**src/rtl/led_sbox_sched.sv**
```systemverilog
// Issue scheduler for the shared masked S-box lanes of the LED core: serialises one
// SubCells pass into lane batches, gates issue on fresh randomness, aligns state writeback.
module led_sbox_sched #(
   parameter int NUM_NIB  = 16,
   parameter int NUM_LANE = 4,
   parameter int SBOX_LAT = 3,
   parameter int BATCH_W  = 2
) (
   input  logic               clk,
   input  logic               rst_n,
   input  logic               start,
   input  logic               rand_vld,
   output logic               rand_ack,
   output logic               sbox_en,
   output logic [BATCH_W-1:0] issue_batch,
   output logic               wb_vld,
   output logic [BATCH_W-1:0] wb_batch,
   output logic               busy,
   output logic               done
);

   localparam int                 NUM_BATCH  = NUM_NIB / NUM_LANE;
   localparam logic [BATCH_W-1:0] LAST_BATCH = BATCH_W'(NUM_BATCH - 1);

   typedef enum logic [1:0] {IDLE, ISSUE, DRAIN, DONE} state_t;

   state_t             state, state_nxt;
   logic [BATCH_W-1:0] cnt, cnt_nxt;

   // Lane F/G stages never stall, so the writeback tracker is a plain delay line.
   logic               vld_p   [SBOX_LAT];
   logic [BATCH_W-1:0] batch_p [SBOX_LAT];

   assign wb_vld   = vld_p[SBOX_LAT-1];
   assign wb_batch = batch_p[SBOX_LAT-1];

   always_comb begin
      state_nxt   = state;
      cnt_nxt     = cnt;
      sbox_en     = 1'b0;
      rand_ack    = 1'b0;
      issue_batch = '0;
      busy        = 1'b0;
      done        = 1'b0;
      case (state)
         IDLE: begin
            if (start) begin
               state_nxt = ISSUE;
               cnt_nxt   = '0;
            end
         end
         ISSUE: begin
            busy = 1'b1;
            // Randomness is only acknowledged together with an issue; otherwise a bubble.
            if (rand_vld) begin
               sbox_en     = 1'b1;
               rand_ack    = 1'b1;
               issue_batch = cnt;
               cnt_nxt     = cnt + 1'b1;
               if (cnt == LAST_BATCH) state_nxt = DRAIN;
            end
         end
         DRAIN: begin
            busy = 1'b1;
            if (wb_vld && (wb_batch == LAST_BATCH)) state_nxt = DONE;
         end
         DONE: begin
            busy      = 1'b1;
            done      = 1'b1;
            state_nxt = IDLE;
         end
         default: state_nxt = IDLE;
      endcase
   end

   always_ff @(posedge clk) begin
      if (!rst_n) begin
         state <= IDLE;
         cnt   <= '0;
         for (int i = 0; i < SBOX_LAT; i++) begin
            vld_p[i]   <= 1'b0;
            batch_p[i] <= '0;
         end
      end else begin
         state      <= state_nxt;
         cnt        <= cnt_nxt;
         vld_p[0]   <= sbox_en;
         batch_p[0] <= issue_batch;
         for (int i = 1; i < SBOX_LAT; i++) begin
            vld_p[i]   <= vld_p[i-1];
            batch_p[i] <= batch_p[i-1];
         end
      end
   end

endmodule
```
**config.mk**
```make
export PLATFORM = sky130hd
export DESIGN_NAME = led_sbox_sched
export DESIGN_NICKNAME = d
export VERILOG_FILES = /design/src/rtl/led_sbox_sched.sv
export SDC_FILE = /design/constraint.sdc
export NUM_CORES = 1
export LEC_CHECK = 0
export CAP_MARGIN = 20
export CELL_PAD_IN_SITES_DETAIL_PLACEMENT = 0
export CELL_PAD_IN_SITES_GLOBAL_PLACEMENT = 1
export CORE_MARGIN = 1.5
export CORE_UTILIZATION = 38
export CTS_CLUSTER_DIAMETER = 200
export CTS_CLUSTER_SIZE = 28
export DETAILED_ROUTE_END_ITERATION = 6
export PLACE_DENSITY = 0.85
export SYNTH_ARGS = -nofsm -noshare
export SYNTH_HDL_FRONTEND = slang
export SYNTH_SLANG_ARGS = --single-unit
```
**constraint.sdc**
```tcl
create_clock -name clk -period 4.4 [get_ports clk]
set_clock_uncertainty 0.2 [all_clocks]
set_input_delay 0.44 -clock clk [delete_from_list [all_inputs] [get_ports clk]]
set_output_delay 0.44 -clock clk [all_outputs]
set_load 0.02 [all_outputs]
```
Word-level counts from Yosys, hierarchy flattened
Memories as Yosys holds them, arrays and structs flattened.
Cells that the tools add are included.

cells by class
  $add $sub $neg = 1
  multiply operators = 0
  divide/modulo/power cells = 0
  magnitude comparators = 0
  equality and inequality tests = 9
  shift operators = 0
  mux-type cells = 22
  bitwise gates (word level) = 6
  reductions and logical operators = 6

operators by type and width
  cell                                                                    count
  2-bit 2-to-1 mux                                                        11
  1-bit 2-to-1 mux                                                        9
  2-bit equality test (second input constant)                             4
  2-bit != test (second input constant)                                   4
  2-bit case mux with 4 select lines                                      1
  1-bit bitwise OR                                                        6
  2-bit case mux with 2 select lines                                      1
  4-bit AND reduction                                                     1
  3-bit AND reduction                                                     1
  3-bit OR reduction                                                      1
  2-bit by 1-bit adder with 2-bit output (second input constant)          1
  2-bit by 1-bit equality test with 1-bit output (second input constant)  1
  2-bit logical NOT                                                       1
  2-bit nonzero test                                                      1
  1-bit logical AND                                                       1

storage, ports and cells
  register bits after elaboration = 4
  bits in latches = 0
  RAM bits = 9
  ROM bits = 0
  memories kept = 2

memory list
  name     words  bits a word  read ports  clocked after memory_dff  write ports  RTL line  source
  batch_p  3      2            3           0                         3            32        logic [BATCH_W-1:0] batch_p [SBOX_LAT];
  vld_p    3      1            3           0                         3            31        logic vld_p [SBOX_LAT];

Depth between registers and ports, before layout
Gate-level depths: netlist of run 1.

  word-level depth = 4
  mapped depth = 6
  gate-level depth less buffers = 6

Worst setup path after synthesis of run 1
OpenSTA, ideal clock, no wires.

  path type = reg2out
  start point = register state[1]
  end point = output port sbox_en
  arrival time = 1.026 ns
  required time = 3.760 ns
  slack = 2.734 ns
  cell stages (with the launch flop) = 5
  cell sequence = dfxtp_1 inv_1 ha_1 and2_2 buf_4

on the way
  cells in the longest elaborated chain, start to end = 2

RTL lines
  element                                         RTL line  source
  from (decl)                                     27        state_t state, state_nxt;
  from (signal assigned)                          85        state <= state_nxt;
  2-bit by 1-bit equality test with 1-bit output  n/a
  1-bit 2-to-1 mux                                n/a
  to (decl)                                       14        output logic sbox_en,

No other way between the ends.

Worst setup path after layout of run 1
  start point = input port rand_vld
  end point = output port issue_batch[1]

on the way
  cells in the longest elaborated chain, start to end = 2

RTL lines
  element           RTL line  source
  from (decl)       12        input logic rand_vld,
  2-bit 2-to-1 mux  55        if (rand_vld) begin
  2-bit 2-to-1 mux  45        case (state)
  to (decl)         15        output logic [BATCH_W-1:0] issue_batch,

No other way between the ends.

==> results_tabular.tex, run 1 <==
\begin{tabular}{lr}
\hline
Metric & Value \\
\hline
\multicolumn{2}{l}{\textbf{Min path}} \\
Hold Path Depth & 1 \\
Min-Delay Startpoint & batch\_p[0][1] \\
Worst min-delay path class & reg2reg \\
\multicolumn{2}{l}{\textbf{Route}} \\
Vias per inst & 4.74 \\
Post-detailed-routing wire length & 920 um \\
Iteration-0 DRC count of the detailed router & 8 \\
Drt first pass iters & 2 \\
Per-cell routed wire length & 10.8 um \\
Detail Route Antenna Nets & 0 \\
Remaining design rule violation count & 0 \\
Detailed-route via count & 403 \\
\multicolumn{2}{l}{\textbf{Synth}} \\
Cells after synthesis & 58 \\
Area share of and/or/nand/nor cells after synthesis & 25.1\% \\
Cell Area, Synth & 579 um\^{}2 \\
Main combinational cell family by area after synthesis & simple AND/OR/NAND/NOR gates \\
Net count after synthesis & 67 \\
Dominant cells by area after synthesis & sky130\_fd\_sc\_hd\_\_dfxtp\_1 45\%, sky130\_fd\_sc\_hd\_\_ha\_1 11\%, sky130\_fd\_sc\_hd\_\_and2\_1 8.6\% \\
Predominant post-synthesis flop cell & sky130\_fd\_sc\_hd\_\_dfxtp\_1 \\
Top cells by instance count after synthesis & 13 x sky130\_fd\_sc\_hd\_\_dfxtp\_1, 8 x sky130\_fd\_sc\_hd\_\_and2\_1, 5 x sky130\_fd\_sc\_hd\_\_ha\_1 \\
Post-Syn Area per Cell & 9.99 um\^{}2 \\
Count of warnings emitted by yosys & 0 \\
Area fraction in compound gates after synthesis & 12.1\% \\
Area share of the largest cell type after synthesis & 44.9\% \\
Synth Area in Adders & 10.8\% \\
Mux cell area share after synthesis & 0\% \\
Xor-xnor portion of the synthesized cell area & 0\% \\
EDFF count, synth & 0 \\
Most common cell in the synthesized netlist & sky130\_fd\_sc\_hd\_\_dfxtp\_1 \\
Fraction of the yosys area taken by sequential cells & 44.9\% \\
Dominant cell type by area after synthesis & sky130\_fd\_sc\_hd\_\_dfxtp\_1 \\
Unique cell type count in the Yosys netlist & 23 \\
Async set or reset register ratio after synthesis & 0\% \\
Flops \& latches, synth & 13 \\
\multicolumn{2}{l}{\textbf{Cells and area}} \\
Share of cells above drive strength 1 & 15.7\% \\
Diode count & 0 \\
Area of combinational cells with multiple inputs & 278 um\^{}2 \\
Filler-free cell count of the finished design & 85 \\
Storage cell area & 260 um\^{}2 \\
Count of fill cells added during filler insertion & 137 \\
Layout area overhead & 24.0\% \\
Final net count & 80 \\
Fraction of the core area covered by cells at the end of the flow & 52.6\% \\
Post-route cell area & 718 um\^{}2 \\
\multicolumn{2}{l}{\textbf{Worst setup path}} \\
Critical path fanouts, max & 9 \\
Critical-path top delay cell & sky130\_fd\_sc\_hd\_\_clkdlybuf4s50\_1 \\
Worst Setup Start Kind & primary input \\
Crit path required time & 3760 ps \\
Reg2reg end & state[1] \\
Beginning of the worst register-to-register path & state[1] \\
Origin of the worst setup path & rand\_vld \\
Number of logic stages on the critical path including buffering & 3 \\
Worst-path cell chain & clkdlybuf4s50\_1, and3\_2, clkdlybuf4s50\_1 \\
Number of cells on the worst reg-to-reg path & 6 \\
CP Capture Point & issue\_batch[1] \\
Cell type group with the largest total delay on the critical path & buffers and inverters \\
Arrival time of the worst setup path & 1850 ps \\
Setup crit end kind & primary output \\
R2R setup slack & 2730 ps \\
Largest stage delay on the critical path & 610 ps \\
Buffering stage count on the worst path with inverters included & 2 \\
CP dominant cell by count & sky130\_fd\_sc\_hd\_\_clkdlybuf4s50\_1 \\
Worst setup path category & in2out \\
\multicolumn{2}{l}{\textbf{Global route}} \\
Maximum number of pins on one net before global-route repair & 13 \\
Leftover overflow at the end of global routing & 0 \\
Wire length of the first global-routing pass & 1.57 mm \\
Total routing resource utilization after global routing & 12.5\% \\
Number of antenna violations at the first check in global routing & 0 \\
Via count of the first global-routing pass & 364 \\
\multicolumn{2}{l}{\textbf{Floorplan}} \\
Starting density of the core & 42.4\% \\
Core ar. & 1370 um\^{}2 \\
Die area & 1770 um\^{}2 \\
Number of rows in the core area & 13 \\
Number of ports placed on the die boundary & 13 \\
Die span in y & 42.0 um \\
Horizontal die dimension & 42.0 um \\
\multicolumn{2}{l}{\textbf{Timing}} \\
Final Hold Violating Endpoints & 0 \\
Final WS setup & 1910 ps \\
Max Clock Freq & 401 MHz \\
Crit share post-route & 56.7\% \\
Setup repair after global routing missed its margin & no \\
\# setup viols final & 0 \\
Final min period & 2490 ps \\
Hold slack final & 233 ps \\
Worst max-slew margin expressed relative to the limit & 75.8\% \\
Number of pins with negative max-slew slack in the final report & 0 \\
Setup tns final & 0 ps \\
Measured slew at the worst slew-check pin & 362 ps \\
\multicolumn{2}{l}{\textbf{Placement}} \\
Port Buf Inserts & 12 \\
Weighted congestion reported at the end of routability-driven placement & 0.687 \\
Cell area after placement & 692 um\^{}2 \\
Number of placed instances, taps included & 81 \\
Pre-CTS setup slack & 1900 ps \\
\multicolumn{2}{l}{\textbf{Clocking}} \\
Post-CTS sizing & 0 \\
Clock buffers created by TritonCTS & 3 \\
Buffer count from post-CTS setup fixing & 0 \\
TritonCTS clock tree & yes \\
Post-CTS Hold Buffers & 0 \\
Clk\_lat worst skew & 270 ps \\
Clock-pin transition on the worst setup and hold timing paths & 70 ps \\
Htree depth & 1 \\
Clk buf depth & 2 \\
Clock sinks & 13 \\
Clock Root Buffer & sky130\_fd\_sc\_hd\_\_clkbuf\_4 \\
\multicolumn{2}{l}{\textbf{Power and ir drop}} \\
Total internal power & 0.231 mW \\
Switching power & 0.121 mW \\
Share of total power in combinational logic & 40.0\% \\
Share of power burned in the clock network & 20.1\% \\
Sequential fraction of design power & 39.9\% \\
Leakage power of the design & 0.302 nW \\
PD cells & 491 nW/um\^{}2 \\
Total chip power & 0.353 mW \\
Max IR drop VDD & 0.214 mV \\
Share of total power consumed by net switching & 34.3\% \\
\multicolumn{2}{l}{\textbf{Status}} \\
Result of the run & finished clean \\
\multicolumn{2}{l}{\textbf{Job}} \\
Max-capacitance violation count & 0 \\
\hline
\end{tabular}
[worst reg2reg max path, stage by stage (launching register included)]
cell and delay (ps):
sky130_fd_sc_hd__dfxtp_1 390, sky130_fd_sc_hd__inv_1 80, sky130_fd_sc_hd__ha_1 260, sky130_fd_sc_hd__a21boi_2 200
sky130_fd_sc_hd__a211oi_2 280, sky130_fd_sc_hd__nand3_1 110, sky130_fd_sc_hd__o21ai_0 90
[cell families (layout without fill, tap and decap cells)]
kind of cell             count (synthesis)  in the layout
AO/OA/AOI/OAI                            9              9
AND/OR/NAND/NOR                         23             23
flip-flops                              13             13
adder cells (fa/ha/maj)                  5              5
buffers and inverters                    8             20
[sequential cells by signal, indices dropped and copies added (netlist names)]
name,cells
vld_p,3
cnt,2
batch_p,6
state,2
[power by group through the flow]
| stage | registers (mW) | clock network, mW | logic, mW |
|---|---|---|---|
| 4_1_cts | 0.141 | 0.0735 | 0.143 |
| 2_1_floorplan | 0.141 | 0 | 0.0990 |
| 6_report | 0.141 | 0.0709 | 0.141 |
| 3_3_place_gp | 0.143 | 0 | 0.138 |
| 3_5_place_dp | 0.144 | 0 | 0.142 |
| 5_1_grt | 0.142 | 0.0809 | 0.159 |
[area by class of cell]
type / count / share of cell area [%]
Clock buffer: 4 / 3.66
Inverter: 4 / 2.09
Multi-Input combinational cell: 37 / 38.7
Sequential cell: 13 / 36.2
Tap cell: 15 / 2.61
Timing Repair Buffer: 12 / 16.7
[routing by layer]
metal / up-vias / track usage, % / share of wire [%]
met2: 10 / 18.1 / 44
li1: 213 / - / -
met3: 2 / 7.76 / 6.4
met4: 0 / 5.63 / 1.4
met1: 178 / 14.7 / 48
met5: - / 0 / 0
[layout by cell type, fill, tap and decap left out, types with 2 or more instances in the layout]
master / instances
sky130_fd_sc_hd__and2_1: 8
sky130_fd_sc_hd__and3_2: 3
sky130_fd_sc_hd__clkbuf_4: 3
sky130_fd_sc_hd__clkdlybuf4s50_1: 12
sky130_fd_sc_hd__dfxtp_1: 13
sky130_fd_sc_hd__ha_1: 5
sky130_fd_sc_hd__inv_1: 4
sky130_fd_sc_hd__nand2_1: 3
sky130_fd_sc_hd__nand3_1: 2
sky130_fd_sc_hd__nor2_1: 2
sky130_fd_sc_hd__o21ai_0: 2
[worst min-delay path by stage]
stage                    endpoint  slack (ps)
global route        batch_p[0][5]         270
detailed placement  batch_p[0][4]         220
CTS                 batch_p[0][4]         240
finish              batch_p[0][3]         230
floorplan           batch_p[0][2]         210
global placement    batch_p[0][4]         220
(Power assumes the default switching activity.)
==> run 2: changes to the inputs <==
- CORE_UTILIZATION: 38 -> 35
- PLACE_DENSITY: 0.85 -> 0.8
- clock period: 4.4 -> 2.45 ns (I/O delays scaled with it)
==> results_tabular.tex, run 2 (same netlist as run 1, synthesis figures left out) <==
\begin{tabular}{lr}
\hline
Metric & Value \\
\hline
\multicolumn{2}{l}{\textbf{Worst setup path}} \\
Setup crit end kind & primary output \\
Number of cells on the worst reg-to-reg path & 6 (unchanged) \\
Critical path fanouts, max & 8 (-1) \\
Worst setup path category & reg2out \\
Worst Setup Start Kind & register \\
R2R setup slack & 780 ps (-1950 ps) \\
Beginning of the worst register-to-register path & state[1] \\
Crit path required time & 2010 ps (-1750 ps) \\
Arrival time of the worst setup path & 1790 ps (-60 ps) \\
Reg2reg end & state[1] \\
\multicolumn{2}{l}{\textbf{Floorplan}} \\
Horizontal die dimension & 43.7 um (+3.9\%) \\
Number of ports placed on the die boundary & 13 (unchanged) \\
Die area & 1910 um\^{}2 (+8.0\%) \\
Die span in y & 43.7 um (+3.9\%) \\
Number of rows in the core area & 14 (+1) \\
Starting density of the core & 38.0\% (-4.4 points) \\
Core ar. & 1520 um\^{}2 (+12\%) \\
\multicolumn{2}{l}{\textbf{Timing}} \\
Final WS setup & 217 ps (-1690 ps) \\
Worst max-slew margin expressed relative to the limit & 79.5\% (+3.7 points) \\
Crit share post-route & 91.2\% \\
Final Hold Violating Endpoints & 0 (unchanged) \\
Final min period & 2230 ps \\
Hold slack final & 238 ps (+4.74 ps) \\
\# setup viols final & 0 (unchanged) \\
Measured slew at the worst slew-check pin & 307 ps (-55.5 ps) \\
Setup tns final & 0 ps (unchanged) \\
Setup repair after global routing missed its margin & no \\
Number of pins with negative max-slew slack in the final report & 0 (unchanged) \\
Max Clock Freq & 448 MHz \\
\multicolumn{2}{l}{\textbf{Status}} \\
Result of the run & finished clean \\
\multicolumn{2}{l}{\textbf{Min path}} \\
Worst min-delay path class & reg2reg \\
Endpoint with the worst hold slack & batch\_p[0][2] \\
Hold Path Depth & 1 (unchanged) \\
Min-Delay Startpoint & batch\_p[0][0] \\
\multicolumn{2}{l}{\textbf{Power and ir drop}} \\
Sequential fraction of design power & 40.0\% (about the same) \\
Max IR drop VDD & 0.406 mV (+90\%) \\
Share of total power consumed by net switching & 35.0\% (+0.61 points) \\
Leakage power of the design & 0.305 nW (+0.90\%) \\
Share of total power in combinational logic & 39.5\% (-0.5 points) \\
Share of power burned in the clock network & 20.6\% (+0.5 points) \\
Total chip power & 0.634 mW (+80\%) \\
Total internal power & 0.412 mW (+78\%) \\
PD cells & 880 nW/um\^{}2 (+79\%) \\
Switching power & 0.222 mW (+83\%) \\
\multicolumn{2}{l}{\textbf{Cells and area}} \\
Most frequent cells in the layout & 13 x sky130\_fd\_sc\_hd\_\_dfxtp\_1, 12 x sky130\_fd\_sc\_hd\_\_clkdlybuf4s50\_1, 8 x sky130\_fd\_sc\_hd\_\_and2\_1, 5 x sky130\_fd\_sc\_hd\_\_ha\_1, 4 x sky130\_fd\_sc\_hd\_\_inv\_1 \\
Filler-free cell count of the finished design & 86 (+1.2\%) \\
Post-route cell area & 721 um\^{}2 (+0.35\%) \\
Layout area overhead & 24.4\% \\
Max reg flops & 6 (unchanged) \\
Final net count & 80 (unchanged) \\
Register with the most flip-flops & batch\_p \\
Leading cell type in the layout, fill and taps excluded & sky130\_fd\_sc\_hd\_\_dfxtp\_1 \\
Share of cells above drive strength 1 & 17.1\% (+1.4 points) \\
Diode count & 0 (unchanged) \\
Fraction of the core area covered by cells at the end of the flow & 47.3\% (-5.3 points) \\
Largest registers in the final layout & batch\_p: 6 flops, vld\_p: 3 flops \\
\multicolumn{2}{l}{\textbf{Placement}} \\
Pre-CTS setup slack & 346 ps (-1560 ps) \\
Cell area after placement & 693 um\^{}2 (+0.18\%) \\
Weighted congestion reported at the end of routability-driven placement & 0.674 (-1.9\%) \\
Number of placed instances, taps included & 82 (+1.2\%) \\
Half-perimeter wire length after detailed placement & 664 um \\
Port Buf Inserts & 12 (unchanged) \\
\multicolumn{2}{l}{\textbf{Clocking}} \\
Post-CTS Hold Buffers & 0 (unchanged) \\
TritonCTS clock tree & yes \\
Buffer count from post-CTS setup fixing & 0 (unchanged) \\
Clk\_lat worst skew & 280 ps (about the same) \\
Post-CTS sizing & 0 (unchanged) \\
Clock Root Buffer & sky130\_fd\_sc\_hd\_\_clkbuf\_4 \\
Clock sinks & 13 (unchanged) \\
Clock-pin transition on the worst setup and hold timing paths & 90 ps (+20 ps) \\
Clock buffers created by TritonCTS & 3 (unchanged) \\
Htree depth & 1 (unchanged) \\
Clk buf depth & 2 (unchanged) \\
\multicolumn{2}{l}{\textbf{Route}} \\
Vias per inst & 4.58 (-3.4\%) \\
Per-cell routed wire length & 10.5 um (-2.9\%) \\
Remaining design rule violation count & 0 (unchanged) \\
Drt first pass iters & 1 (-1) \\
Detailed-route via count & 394 (-2.2\%) \\
Iteration-0 DRC count of the detailed router & 0 (-8) \\
Detail Route Antenna Nets & 0 (unchanged) \\
Post-detailed-routing wire length & 904 um (-1.7\%) \\
\multicolumn{2}{l}{\textbf{Global route}} \\
Via count of the first global-routing pass & 401 (+10\%) \\
Maximum number of pins on one net before global-route repair & 13 (unchanged) \\
Number of antenna violations at the first check in global routing & 0 (unchanged) \\
Total routing resource utilization after global routing & 12.2\% (-0.36 points) \\
Wire length of the first global-routing pass & 1.67 mm (+6.6\%) \\
Leftover overflow at the end of global routing & 0 (unchanged) \\
\multicolumn{2}{l}{\textbf{Job}} \\
Max-capacitance violation count & 0 (unchanged) \\
\hline
\end{tabular}
==> run 2: final cells by class <==
class | count | area [um^2]
clock buffers | 3 | 22.5
clock inverters | 1 | 5.00
fillers | 140 | 803
inverters | 4 | 15.0
multi-input cells | 37 | 278
flip-flops and latches | 13 | 260
well taps | 16 | 20.0
repair buffers | 12 | 120
==> run 2: worst max-delay path, cell delays in order, from the launching register on <==
cell and delay (ps):
sky130_fd_sc_hd__dfxtp_1 350, sky130_fd_sc_hd__inv_1 90, sky130_fd_sc_hd__ha_1 280, sky130_fd_sc_hd__and3_2 220, sky130_fd_sc_hd__clkdlybuf4s50_1 590
==> run 2: how the worst max path moves through the flow <==
stage | from | end | cells after the start
2_1_floorplan | state[1] | sbox_en | 4
3_3_place_gp | rand_vld | issue_batch[1] | 3
3_5_place_dp | rand_vld | issue_batch[0] | 3
4_1_cts | state[1] | issue_batch[1] | 4
5_1_grt | state[1] | issue_batch[1] | 4
6_report | state[1] | issue_batch[1] | 4
==> run 2: metal layers <==
layer	up-vias	track usage, %	routed length [um]
met5	-	0	0
met4	0	3.64	0
met3	0	7.50	51
met2	9	17.9	391
met1	173	14.8	461
li1	212	-	-
==> run 2: power by group through the flow <==
| stage | combinational [mW] | clock [mW] | sequential [mW] |
|---|---|---|---|
| final | 0.250 | 0.130 | 0.253 |
| after global placement | 0.251 | 0 | 0.258 |
| after detailed placement | 0.252 | 0 | 0.259 |
| after floorplan | 0.178 | 0 | 0.253 |
| after global routing | 0.275 | 0.148 | 0.258 |
| after CTS | 0.254 | 0.133 | 0.254 |
==> run 3: changes to the inputs <==
- CORE_MARGIN: 1.5 -> 2
- SKIP_LAST_GASP: default -> 1
==> results_tabular.tex, run 3 (same netlist as run 1, synthesis figures left out) <==
\begin{tabular}{lr}
\hline
Metric & Value \\
\hline
\multicolumn{2}{l}{\textbf{Route}} \\
Remaining design rule violation count & 0 (unchanged) \\
Iteration-0 DRC count of the detailed router & 3 (+3) \\
Detailed-route via count & 395 (+0.25\%) \\
Drt first pass iters & 3 (+2) \\
Detail Route Antenna Nets & 0 (unchanged) \\
Vias per inst & 4.59 (+0.25\%) \\
Per-cell routed wire length & 10.4 um (-0.88\%) \\
Post-detailed-routing wire length & 896 um (-0.88\%) \\
\multicolumn{2}{l}{\textbf{Placement}} \\
Weighted congestion reported at the end of routability-driven placement & 0.681 (+1.1\%) \\
Port Buf Inserts & 12 (unchanged) \\
Half-perimeter wire length after detailed placement & 681 um (+2.5\%) \\
Cell area after placement & 693 um\^{}2 (unchanged) \\
\multicolumn{2}{l}{\textbf{Cells and area}} \\
Count of fill cells added during filler insertion & 149 (+6.4\%) \\
Final net count & 80 (unchanged) \\
Max reg flops & 6 (unchanged) \\
Leading cell type in the layout, fill and taps excluded & sky130\_fd\_sc\_hd\_\_dfxtp\_1 \\
Register with the most flip-flops & batch\_p \\
Share of cells above drive strength 1 & 15.7\% (-1.4 points) \\
Layout area overhead & 24.2\% \\
Fraction of the core area covered by cells at the end of the flow & 47.2\% (-0.082 points) \\
Post-route cell area & 719 um\^{}2 (-0.17\%) \\
Diode count & 0 (unchanged) \\
Most frequent cells in the layout & 13 x sky130\_fd\_sc\_hd\_\_dfxtp\_1, 12 x sky130\_fd\_sc\_hd\_\_clkdlybuf4s50\_1, 8 x sky130\_fd\_sc\_hd\_\_and2\_1, 5 x sky130\_fd\_sc\_hd\_\_ha\_1, 4 x sky130\_fd\_sc\_hd\_\_inv\_1 \\
Largest registers in the final layout & batch\_p: 6 flops, vld\_p: 3 flops \\
\multicolumn{2}{l}{\textbf{Worst setup path}} \\
Worst Setup Start Kind & register \\
Arrival time of the worst setup path & 1780 ps (about the same) \\
Setup crit end kind & primary output \\
R2R setup slack & 810 ps (+30 ps) \\
Beginning of the worst register-to-register path & state[1] \\
Reg2reg end & state[1] \\
Crit path required time & 2010 ps (about the same) \\
Origin of the worst setup path & state[1] \\
Worst setup path category & reg2out \\
CP Capture Point & issue\_batch[1] \\
Critical path fanouts, max & 8 (unchanged) \\
Number of cells on the worst reg-to-reg path & 6 (unchanged) \\
\multicolumn{2}{l}{\textbf{Global route}} \\
Number of antenna violations at the first check in global routing & 0 (unchanged) \\
Leftover overflow at the end of global routing & 0 (unchanged) \\
Via count of the first global-routing pass & 381 (-5.0\%) \\
Maximum number of pins on one net before global-route repair & 13 (unchanged) \\
Total routing resource utilization after global routing & 11.2\% (-1.0 points) \\
Wire length of the first global-routing pass & 1.55 mm (-7.0\%) \\
\multicolumn{2}{l}{\textbf{Timing}} \\
Final Hold Violating Endpoints & 0 (unchanged) \\
Worst max-slew margin expressed relative to the limit & 78.1\% (-1.4 points) \\
\# setup viols final & 0 (unchanged) \\
Number of pins with negative max-slew slack in the final report & 0 (unchanged) \\
Setup repair after global routing missed its margin & no \\
Setup tns final & 0 ps (unchanged) \\
Measured slew at the worst slew-check pin & 327 ps (+20.4 ps) \\
Max Clock Freq & 450 MHz (+0.58\%) \\
Final min period & 2220 ps (-12.8 ps) \\
Crit share post-route & 90.6\% (-0.52 points) \\
\multicolumn{2}{l}{\textbf{Clocking}} \\
TritonCTS clock tree & yes \\
Post-CTS sizing & 0 (unchanged) \\
Clock Root Buffer & sky130\_fd\_sc\_hd\_\_clkbuf\_4 \\
Clk\_lat worst skew & 270 ps (about the same) \\
Htree depth & 1 (unchanged) \\
Clock buffers created by TritonCTS & 3 (unchanged) \\
Clock sinks & 13 (unchanged) \\
Post-CTS Hold Buffers & 0 (unchanged) \\
Buffer count from post-CTS setup fixing & 0 (unchanged) \\
Clock-pin transition on the worst setup and hold timing paths & 70 ps (-20 ps) \\
Clk buf depth & 2 (unchanged) \\
\multicolumn{2}{l}{\textbf{Floorplan}} \\
Die area & 2000 um\^{}2 (+4.6\%) \\
Die span in y & 44.7 um (+2.3\%) \\
Number of rows in the core area & 14 (unchanged) \\
Horizontal die dimension & 44.7 um (+2.3\%) \\
Number of ports placed on the die boundary & 13 (unchanged) \\
Starting density of the core & 38.0\% (unchanged) \\
Core ar. & 1520 um\^{}2 (unchanged) \\
\multicolumn{2}{l}{\textbf{Job}} \\
Max-capacitance violation count & 0 (unchanged) \\
\multicolumn{2}{l}{\textbf{Power and ir drop}} \\
PD cells & 877 nW/um\^{}2 (-0.28\%) \\
Leakage power of the design & 0.302 nW (-0.89\%) \\
Max IR drop VDD & 0.377 mV (-7.3\%) \\
\multicolumn{2}{l}{\textbf{Min path}} \\
Worst min-delay path class & reg2reg \\
\multicolumn{2}{l}{\textbf{Status}} \\
Result of the run & finished clean \\
\hline
\end{tabular}
-- run 3: worst min path at each step --
stage	startpoint	to	slack [ps]	cells past startpoint
final	vld_p[0][0]	vld_p[0][1]	230	1
after CTS	vld_p[0][0]	vld_p[0][1]	240	1
after global routing	batch_p[0][0]	batch_p[0][2]	260	1
after floorplan	rst_n	state[1]	190	2
after detailed placement	batch_p[0][0]	batch_p[0][2]	220	1
after global placement	vld_p[0][0]	vld_p[0][1]	210	1
-- run 3: worst max-delay path, cell delays in order (launching register included) --
cell                              delay, ps
sky130_fd_sc_hd__dfxtp_1                350
sky130_fd_sc_hd__inv_1                   80
sky130_fd_sc_hd__ha_1                   270
sky130_fd_sc_hd__and3_2                 210
sky130_fd_sc_hd__clkdlybuf4s50_1        590
-- run 3: layout make-up --
cell class / count / area (um^2) / area share [%]
multi-input combinational: 37 / 278 / 38.6
sequential: 13 / 260 / 36.2
timing repair buffer: 12 / 120 / 16.7
clock buffer: 4 / 26.3 / 3.65
tap: 16 / 20.0 / 2.78
inverter: 4 / 15.0 / 2.09
-- run 3: per-stage QoR --
stage	total power, mW	cells	hold WS [ps]	worst slack (ps)
4_1_cts	0.639	86	237	211
3_5_place_dp	0.509	82	219	361
5_1_grt	0.678	86	264	140
6_report	0.631	86	233	229
3_3_place_gp	0.510	82	214	366
2_1_floorplan	0.431	58	193	979
-- run 3: report_power, final --
group          internal [mW]  total [mW]  switching (mW)
Clock                 0.0630       0.126          0.0631
Combinational          0.120       0.252           0.132
Sequential             0.233       0.253          0.0201
-- run 3: layer usage --
layer	routed length (um)	vias up	global-route usage [%]
li1	-	213	-
met1	436	173	13.0
met2	402	9	17.4
met3	57	0	6.12
met4	0	0	3.64
met5	0	-	0
